File: src/rtl/a0_trace_fifo.sv
// a0_trace_fifo: observes the CPU a0 result and records every new value in a FIFO.
// The FIFO drains through a valid/ready port, so a slow display/host side never
// misses an a0 update. Values lost to a full FIFO are counted and flagged.
//
// Ports:
//   clk, rst    rising-edge clock; synchronous active-high reset
//   a0          CPU a0 register value being observed
//   capture_en  sample a0 this cycle
//   clear       synchronous flush of the FIFO, statistics and change detector
//   out_data    head entry (0 when empty), registered show-ahead
//   out_valid   head entry available
//   out_ready   consumer accepts the head entry
//   count       entries held, 0..DEPTH
//   drop_cnt    saturating count of values lost to a full FIFO
//   overflow    sticky flag, set on the first drop
module a0_trace_fifo #(
  parameter int unsigned DATA_WIDTH = 32,
  parameter int unsigned DEPTH      = 16,
  parameter int unsigned CNT_WIDTH  = 16
) (
  input  logic                     clk,
  input  logic                     rst,
  input  logic [DATA_WIDTH-1:0]    a0,
  input  logic                     capture_en,
  input  logic                     clear,
  output logic [DATA_WIDTH-1:0]    out_data,
  output logic                     out_valid,
  input  logic                     out_ready,
  output logic [$clog2(DEPTH):0]   count,
  output logic [CNT_WIDTH-1:0]     drop_cnt,
  output logic                     overflow
);

  localparam int unsigned PTR_W = $clog2(DEPTH);
  localparam int unsigned CNT_W = PTR_W + 1;

  logic [DATA_WIDTH-1:0] mem [DEPTH];
  logic [PTR_W-1:0]      wr_ptr;
  logic [PTR_W-1:0]      rd_ptr;
  logic [DATA_WIDTH-1:0] a0_q;
  logic                  seen;

  logic                  cap;
  logic                  pop;
  logic                  full;
  logic                  push;
  logic                  drop;
  logic [PTR_W-1:0]      rd_ptr_n;
  logic [CNT_W-1:0]      count_n;
  logic [DATA_WIDTH-1:0] head_n;

  // Change detection, push/pop qualification and next head value.
  always_comb begin
    cap      = 1'b0;
    pop      = 1'b0;
    full     = 1'b0;
    push     = 1'b0;
    drop     = 1'b0;
    rd_ptr_n = rd_ptr;
    count_n  = count;
    head_n   = '0;

    cap  = capture_en & (~seen | (a0 != a0_q));
    pop  = out_valid & out_ready;
    full = (count == CNT_W'(DEPTH));
    // A pop in the same cycle frees the slot, so a full FIFO still accepts.
    push = cap & (~full | pop);
    drop = cap & full & ~pop;

    rd_ptr_n = pop ? rd_ptr + PTR_W'(1) : rd_ptr;
    count_n  = count + CNT_W'(push) - CNT_W'(pop);

    // Head register is show-ahead: if the next head is the slot being written
    // this cycle (push into empty, or last entry popped), forward a0 directly.
    if (count_n == '0) begin
      head_n = '0;
    end else if (push && (wr_ptr == rd_ptr_n)) begin
      head_n = a0;
    end else begin
      head_n = mem[rd_ptr_n];
    end
  end

  // Storage array; contents are don't-care outside the count window.
  always_ff @(posedge clk) begin
    if (!rst && !clear && push) begin
      mem[wr_ptr] <= a0;
    end
  end

  // Pointers, occupancy, head register and statistics.
  always_ff @(posedge clk) begin
    if (rst) begin
      wr_ptr    <= '0;
      rd_ptr    <= '0;
      count     <= '0;
      out_data  <= '0;
      out_valid <= 1'b0;
      drop_cnt  <= '0;
      overflow  <= 1'b0;
      a0_q      <= '0;
      seen      <= 1'b0;
    end else if (clear) begin
      // a0_q is kept; clearing seen forces the next capture to push.
      wr_ptr    <= '0;
      rd_ptr    <= '0;
      count     <= '0;
      out_data  <= '0;
      out_valid <= 1'b0;
      drop_cnt  <= '0;
      overflow  <= 1'b0;
      seen      <= 1'b0;
    end else begin
      if (push) begin
        wr_ptr <= wr_ptr + PTR_W'(1);
      end
      rd_ptr    <= rd_ptr_n;
      count     <= count_n;
      out_data  <= head_n;
      out_valid <= (count_n != '0);
      // Dropped values are not retried: a0_q tracks a0 whenever sampling.
      if (capture_en) begin
        a0_q <= a0;
        seen <= 1'b1;
      end
      if (drop) begin
        overflow <= 1'b1;
        if (drop_cnt != '1) begin
          drop_cnt <= drop_cnt + CNT_WIDTH'(1);
        end
      end
    end
  end

endmodule
File: config.mk
export PLATFORM = sky130hd
export DESIGN_NAME = a0_trace_fifo
export DESIGN_NICKNAME = d
export VERILOG_FILES = /design/src/rtl/a0_trace_fifo.sv
export SDC_FILE = /design/constraint.sdc
export NUM_CORES = 1
export LEC_CHECK = 0
export BUFFER_PORTS_ARGS = -buffer_cell sky130_fd_sc_hd__buf_2
export CORE_AREA = 4 4 286 288
export CTS_CLUSTER_SIZE = 25
export DETAILED_ROUTE_END_ITERATION = 10
export DIE_AREA = 0 0 290 292
export HOLD_SLACK_MARGIN = 0.1
export PLACE_DENSITY_LB_ADDON = 0.3
export SLEW_MARGIN = 20
export SYNTH_ARGS = -nofsm -noshare
export SYNTH_HDL_FRONTEND = slang
export SYNTH_SLANG_ARGS = --single-unit
export TNS_END_PERCENT = 50
File: constraint.sdc
create_clock -name clk -period 5.4 [get_ports clk]
set_clock_uncertainty 0.1 [all_clocks]
set_input_delay 0.54 -clock clk [delete_from_list [all_inputs] [get_ports clk]]
set_output_delay 0.54 -clock clk [all_outputs]
set_load 0.01 [all_outputs]
==> impl_metrics.yaml, run 1 <==
pwr:
  vdd_drop_max_mv: 0.185
  intPower_mw: 8.01
  p_comb_share_pct: 5.8
  total_power_mw: 10.2
  power.leakage_nw: 8.97
  power_frac_seq_pct: 50.8
  power_frac_clock_pct: 43.5
  p_switching_mw: 2.17
  swShare_pct: 21.3
  power_density_nw_per_um2: 367
setup_path:
  crit_arrival_ns: 5.39
  worstPathMaxFanout: 22
  critPathKind: "reg -> reg"
  cp_common_cell: "buf_4"
  worst_ep_required_time_ns: 5.82
  rrSetupSlack_ns: 0.43
  endpoint_kind: "flip-flop"
  worstPathCellList: "xor2_1, or4_1, or4_4, o31ai_4, nand2_1, clkinv_1, a21o_1, ha_1, inv_1, fa_1, nand2b_1, a21oi_1, o21ai_0, a41oi_1, buf_4, and3_2, buf_4, a22o_1"
  critical_path.max_stage_delay_ns: 0.57
  slowest_stage: "or4_4"
  critPathLaunchType: "flip-flop"
yosys:
  syn_inst: 1275
  async_reset_ff_share_pct: 0
  syn_nets: 1324
  yosysSeqAreaShare_pct: 73.4
  ys_warn_count: 0
  ys_ff_latch: 608
  synthFlopType: "edfxtp_1"
  synth.avg_cell_area_um2: 18.5
  synth_edf_count: 512
  yosys-top-cells-area: "edfxtp_1 (65%), mux4_2 (12%), dfxtp_1 (8.2%)"
  synth_cell_types: 52
  yosysTopAreaCellShare_pct: 65.2
  synth.cell_area_um2: 23600
  synth.largest_area_cell: "edfxtp_1"
sta:
  max_clock_freq_mhz: 201
  setup_viol: 0
  rsz0062_at_grt: "no"
  fin_crit_ns: 4.97
  finalSetupTns_ns: 0
  hold_violations: 0
  worstMarginPinSlew_ns: 1.09
  period_share_pct: 92.0
  hold_ws_ns: 0.153
  drv_slew: 0
  slew-limit-headroom_pct: 27.4
outcome:
  status: "complete, no violations"
clocking:
  numCtsBuffers: 68
  cts_sinks: 608
  worstSkewPairLatency_ns: 0.59
  clkTransAtPathRegs_ns: 0.06
  post_cts_buffers: 0
  cts-resized-gates: 0
  cts_buffer_depth: 3
  htreeDepth: 3
  cts_hold_buf: 0
  cts_tree: "yes"
  clock_tree.root_cell: "clkbuf_16"
cells_and_area:
  area_growth_pct: 17.6
  layout.nets: 1471
  final_layout_size_suffix_gt1_share_pct: 27.0
  diodes: 0
  final_area_um2: 27700
  fin_util_pct: 35.1
detailed_routing:
  ant_nets: 0
  drc: 0
  wirelength_mm: 61.5
  wl_per_cell_um: 24.4
  vias: 12700
  routed_via_density: 5.03
  drt_iter0_drc: 1044
  first_pass_iters: 5
flow_run:
  maxCapViolations: 0
floorplanning:
  fp-row-count: 103
  start_util_pct: 29.9
  die_w_um: 290
  dieArea_um2: 84700
  die_h_um: 292
  core_um2: 78900
  io_pins: 92
place:
  place_area_um2: 25600
  gp_congestion: 0.747
  port_buffers: 91
  dpl.hpwl_mm: 35.2
global_routing:
  grt_first_pass_wirelength_mm: 89.5
  grt_pass1_vias: 12900
  antenna_found_initial: 4
  grt_max_degree: 97
  grt.overflow.total: 0
  grtUsageTotal_pct: 14.2
min_path:
  hold_path.class: "in -> reg"
[flip-flops by register name, indices dropped and copies added (netlist names)]
signal	cells
mem	512
a0_q	32
out_data	32
drop_cnt	16
count	5
rd_ptr	4
wr_ptr	4
out_valid	1
overflow	1
seen	1
[power groups by stage]
stage	sequential [mW]	combinational (mW)	clock (mW)
floorplan	5.27	0.345	0
global placement	5.27	0.588	0
detailed placement	5.27	0.598	0
CTS	5.17	0.599	4.54
global route	5.17	0.638	4.73
finish	5.17	0.588	4.42
[through the flow]
step,worst slack (ns),std cells
2_1_floorplan,0.772,1275
3_5_place_dp,0.0215,2402
6_report,0.431,2522
4_1_cts,0.505,2522
5_1_grt,0.281,2522
3_3_place_gp,0.0841,2402
[cells by family (layout without fill, tap and decap cells)]
| logic type | count (synthesis) | count (layout) | share of synthesized area (%) |
|---|---|---|---|
| DFF | 608 | 608 | 73.4 |
| and+or+nand+nor | 204 | 204 | 4.43 |
| AOI/OAI and AO/OA | 182 | 182 | 5.75 |
| muxes | 146 | 146 | 12.7 |
| buffers and inverters | 80 | 277 | 1.51 |
| xor gates and xnor gates | 43 | 43 | 1.60 |
| adders and majority gates | 12 | 12 | 0.669 |
[critical path, delay by kind of cell, from the launching register on]
family                   cells  cell delay [ns]
XOR/XNOR                     1             0.18
adder cells (fa/ha/maj)      2             0.57
AO/OA/AOI/OAI                6             1.38
buffers and inverters        4             0.72
flip-flops                   1             0.32
AND/OR/NAND/NOR              5             1.60
[layout by cell type (no fill, tap or decap), types with 24 or more instances in the layout]
| master | count |
|---|---|
| a21oi_1 | 53 |
| a221o_1 | 26 |
| a22o_1 | 58 |
| buf_2 | 91 |
| buf_4 | 53 |
| clkbuf_16 | 69 |
| dfxtp_1 | 96 |
| edfxtp_1 | 512 |
| mux2i_1 | 24 |
| mux4_2 | 122 |
| nand2_1 | 80 |
| xnor2_1 | 29 |
[final cells by class]
| type | count | area [µm²] |
|---|---|---|
| fillers | 7440 | 51200 |
| flip-flops and latches | 608 | 17300 |
| multi-input cells | 587 | 6010 |
| clock buffers | 92 | 1870 |
| well taps | 1050 | 1310 |
| repair buffers | 148 | 933 |
| clock inverters | 28 | 250 |
| inverters | 9 | 33.8 |
[layer usage]
metal	vias up	track usage, %	share of wire [%]
met3	82	2.77	5.0
met4	4	3.18	1.9
met2	337	23.9	49
li1	5506	-	-
met1	6758	19.3	44
met5	-	0	0.044
[synth_stat cells (all sizes together) (9+ instances only)]
master	count
dfxtp	96
o21ai	13
ha	11
nor3	14
nand2	80
a22o	58
a21oi	55
nor2	18
mux2i	24
xor2	12
a221o	26
mux4	122
or4	9
or3	12
xnor2	31
clkbuf	43
edfxtp	512
buf	28
nand4	19
and3	21
[path summary, 6_finish.rpt]
| path | startpoint | endpoint | cells past startpoint |
|---|---|---|---|
| max reg2reg | a0_q[19] | out_data[12] | 18 |
| min reg2reg | a0_q[28] | a0_q[28] | 2 |
| max | a0_q[19] | out_data[12] | 18 |
| min | a0[30] | mem[5][30] | 1 |
Power figures use the tool's default switching activity.
==> run 2: changes to the inputs <==
ABC_AREA = 1   (was not set)
CORE_AREA = 4 4 293 295   (was 4 4 286 288)
DIE_AREA = 0 0 297 299   (was 0 0 290 292)
==> run 2 against run 1 <==
  * First-iteration DRC count grew 18%
  * Register-to-register slack gained 0.93 ns
  * Largest power group unchanged
  * Global-route usage grew 0.76 points
  * Combinational power grew 26%
  * Flip-flop and latch count is the same
  * Clock power is essentially flat
  * Count of clock-buffer cells in the layout grew 4
  * Non-clock buffer count shrank 14
  * Design area grew 3.8%
  * Total power grew 1.7%
  * Synthesized cell count grew 70%
==> impl_metrics.yaml, run 2 <==
yosys:
  async_reset_ff_share_pct: 0
  synth.avg_cell_area_um2: 11.5
  synthFlopType: "edfxtp_1"
  ys_ff_latch: 608
  synth_top_family_by_area: "compound AO/OA/AOI/OAI gates"
  synth.largest_area_cell: "edfxtp_1"
  synthTopCellsByCount: "edfxtp_1 (512), nor2_1 (395), o21ai_0 (262)"
  synth_mux_area_share_pct: 0
  synth_xor_area_share_pct: 1.19
  syn_inst: 2163
  synth.cell_area_um2: 24900
  yosysSeqAreaShare_pct: 69.6
  syn_nets: 2212
  ys_warn_count: 0
  yosysTopAreaCellShare_pct: 61.8
  yosysMostFrequentCell: "edfxtp_1"
  synth_edf_count: 512
  yosys-top-cells-area: "edfxtp_1 (62%), dfxtp_1 (7.7%), nor2_1 (6.0%)"
  synth_cell_types: 39
  synth-compound-area-share_pct: 12.0
  synthAdderAreaFrac_pct: 0.634
  post_synth_and_or_nand_nor_area_fraction_pct: 11.9
global_routing:
  antenna_found_initial: 6
  grt.overflow.total: 0
  grt_pass1_vias: 15800
  grtUsageTotal_pct: 15.0
  grt_first_pass_wirelength_mm: 101
  grt_max_degree: 169
detailed_routing:
  top_layer: "met5"
  first_pass_iters: 5
  wl_per_cell_um: 20.5
  drt_iter0_drc: 1237
  ant_nets: 0
  routed_via_density: 4.92
  vias: 16500
  wl_met1_mm: 30.5
  route.met3.wl_mm: 3.70
  drc: 0
  wirelength_mm: 68.8
  wl_met2_mm: 32.9
clocking:
  post_cts_buffers: 0
  cts_hold_buf: 0
  htreeDepth: 2
  cts_sinks: 608
  clkTransAtPathRegs_ns: 0.06
  cts_buffer_depth: 3
  cts-resized-gates: 0
  cts_tree: "yes"
  numCtsBuffers: 61
  clock_tree.root_cell: "clkbuf_16"
  worstSkewPairLatency_ns: 0.65
sta:
  period_share_pct: 74.7
  worstMarginPinSlew_ns: 1.09
  drv_slew: 0
  setup_ws_ns: 1.36
  rsz0062_at_grt: "no"
  setup_viol: 0
  hold_violations: 0
  fin_crit_ns: 4.04
  finalSetupTns_ns: 0
  slew-limit-headroom_pct: 26.9
  max_clock_freq_mhz: 248
setup_path:
  worst_ep_required_time_ns: 5.87
  worstPathMaxFanout: 33
  critical_path.max_stage_delay_ns: 0.47
  worstPathCellList: "inv_1, nand2_1, nand2_1, nor2_1, nand2_1, nor2_1, nand2_1, nor2_1, nand2_1, nand2_1, inv_1, nor2_1, inv_1, nand2_1, ha_1, inv_1, fa_1, o21ai_0, a21oi_1, xor2_1, a41oi_4, buf_4, nand2_1, nor2_1"
  critPathKind: "reg -> reg"
  reg2reg_depth: 24
  slowest_stage: "buf_4"
  crit_arrival_ns: 4.51
  cp_common_cell: "nand2_1"
  critPathLaunchType: "flip-flop"
  endpoint_kind: "flip-flop"
cells_and_area:
  final_layout_size_suffix_gt1_share_pct: 12.1
  layout_commonest_cell: "edfxtp_1"
  top_regs: "mem: 512 flops, a0_q: 32 flops, out_data: 32 flops"
  final_cells: 3361
  multiInputGateArea_um2: 6590
  mostFrequentLayoutCells: "edfxtp_1 (512), nor2_1 (382), o21ai_0 (262)"
  largest_reg_flops: 512
  seqCellArea_um2: 17300
  fillCellCount: 7981
  regMostFlops: "mem"
  area_growth_pct: 15.7
  layout.nets: 2276
place:
  dpl.hpwl_mm: 37.3
  gp_congestion: 0.761
  port_buffers: 91
  pre_cts_ws_ns: 0.783
  placed_cells: 3244
floorplanning:
  die_h_um: 299
  dieArea_um2: 88800
  fp-row-count: 106
  core_um2: 83200
  io_pins: 92
  die_w_um: 297
  start_util_pct: 29.9
pwr:
  power.leakage_nw: 9.81
  vdd_drop_max_mv: 0.267
  power_density_nw_per_um2: 360
min_path:
  hold_path.class: "in -> reg"
  min_path_cells: 3
flow_run:
  maxCapViolations: 0
outcome:
  status: "complete, no violations"
## run 2: cells by family after synthesis
family,Yosys count
compound gates,514
xor+xnor,33
fa+ha+maj,12
buf+inv,282
flops,608
simple gates,714
## run 2: metal layers
metal,global-route usage (%),vias up
li1,-,7785
met5,0,-
met4,4.41,6
met2,25.1,408
met1,19.8,8210
met3,2.86,114
## run 2: power breakdown
part	internal, mW	switching [mW]
registers	5.14	0.0503
clock network	2.61	1.80
logic	0.209	0.534
## run 2: worst max-delay path: cells and delay by family, from the launching register on
kind / cells / cell delay [ns]
buffers and inverters: 5 / 0.72
adder cells (fa/ha/maj): 2 / 0.59
AO/OA/AOI/OAI: 3 / 0.47
AND/OR/NAND/NOR: 13 / 1.51
XOR/XNOR: 1 / 0.19
flip-flops: 1 / 0.35
## run 2: path summary, 6_finish.rpt
check	startpoint	to	slack [ns]
min reg2reg	overflow	overflow	0.38
max	a0_q[28]	out_data[29]	1.36
min	a0[21]	a0_q[21]	0.15
max reg2reg	a0_q[28]	out_data[29]	1.36
## run 2: stage by stage
step | power, mW | area [µm²] | utilization (%) | hold slack, ns
6_report | 10.3 | 28800 | 34.6 | 0.145
5_1_grt | 10.7 | 28800 | 34.6 | 0.143
4_1_cts | 10.5 | 28800 | 34.6 | 0.107
3_5_place_dp | 6.04 | 26600 | 32.0 | 0.376
3_3_place_gp | 6.03 | 26600 | 32.0 | 0.351
2_1_floorplan | 5.74 | 24900 | - | 0.332
## run 2: cell type report
class | instances | area share (%)
inverter | 149 | 1.97
multi-input combinational | 1273 | 22.9
clock buffer | 96 | 6.62
tap | 1080 | 4.70
clock inverter | 20 | 0.831
sequential | 608 | 60.1
antenna | 1 | 0.00870
timing repair buffer | 134 | 2.84
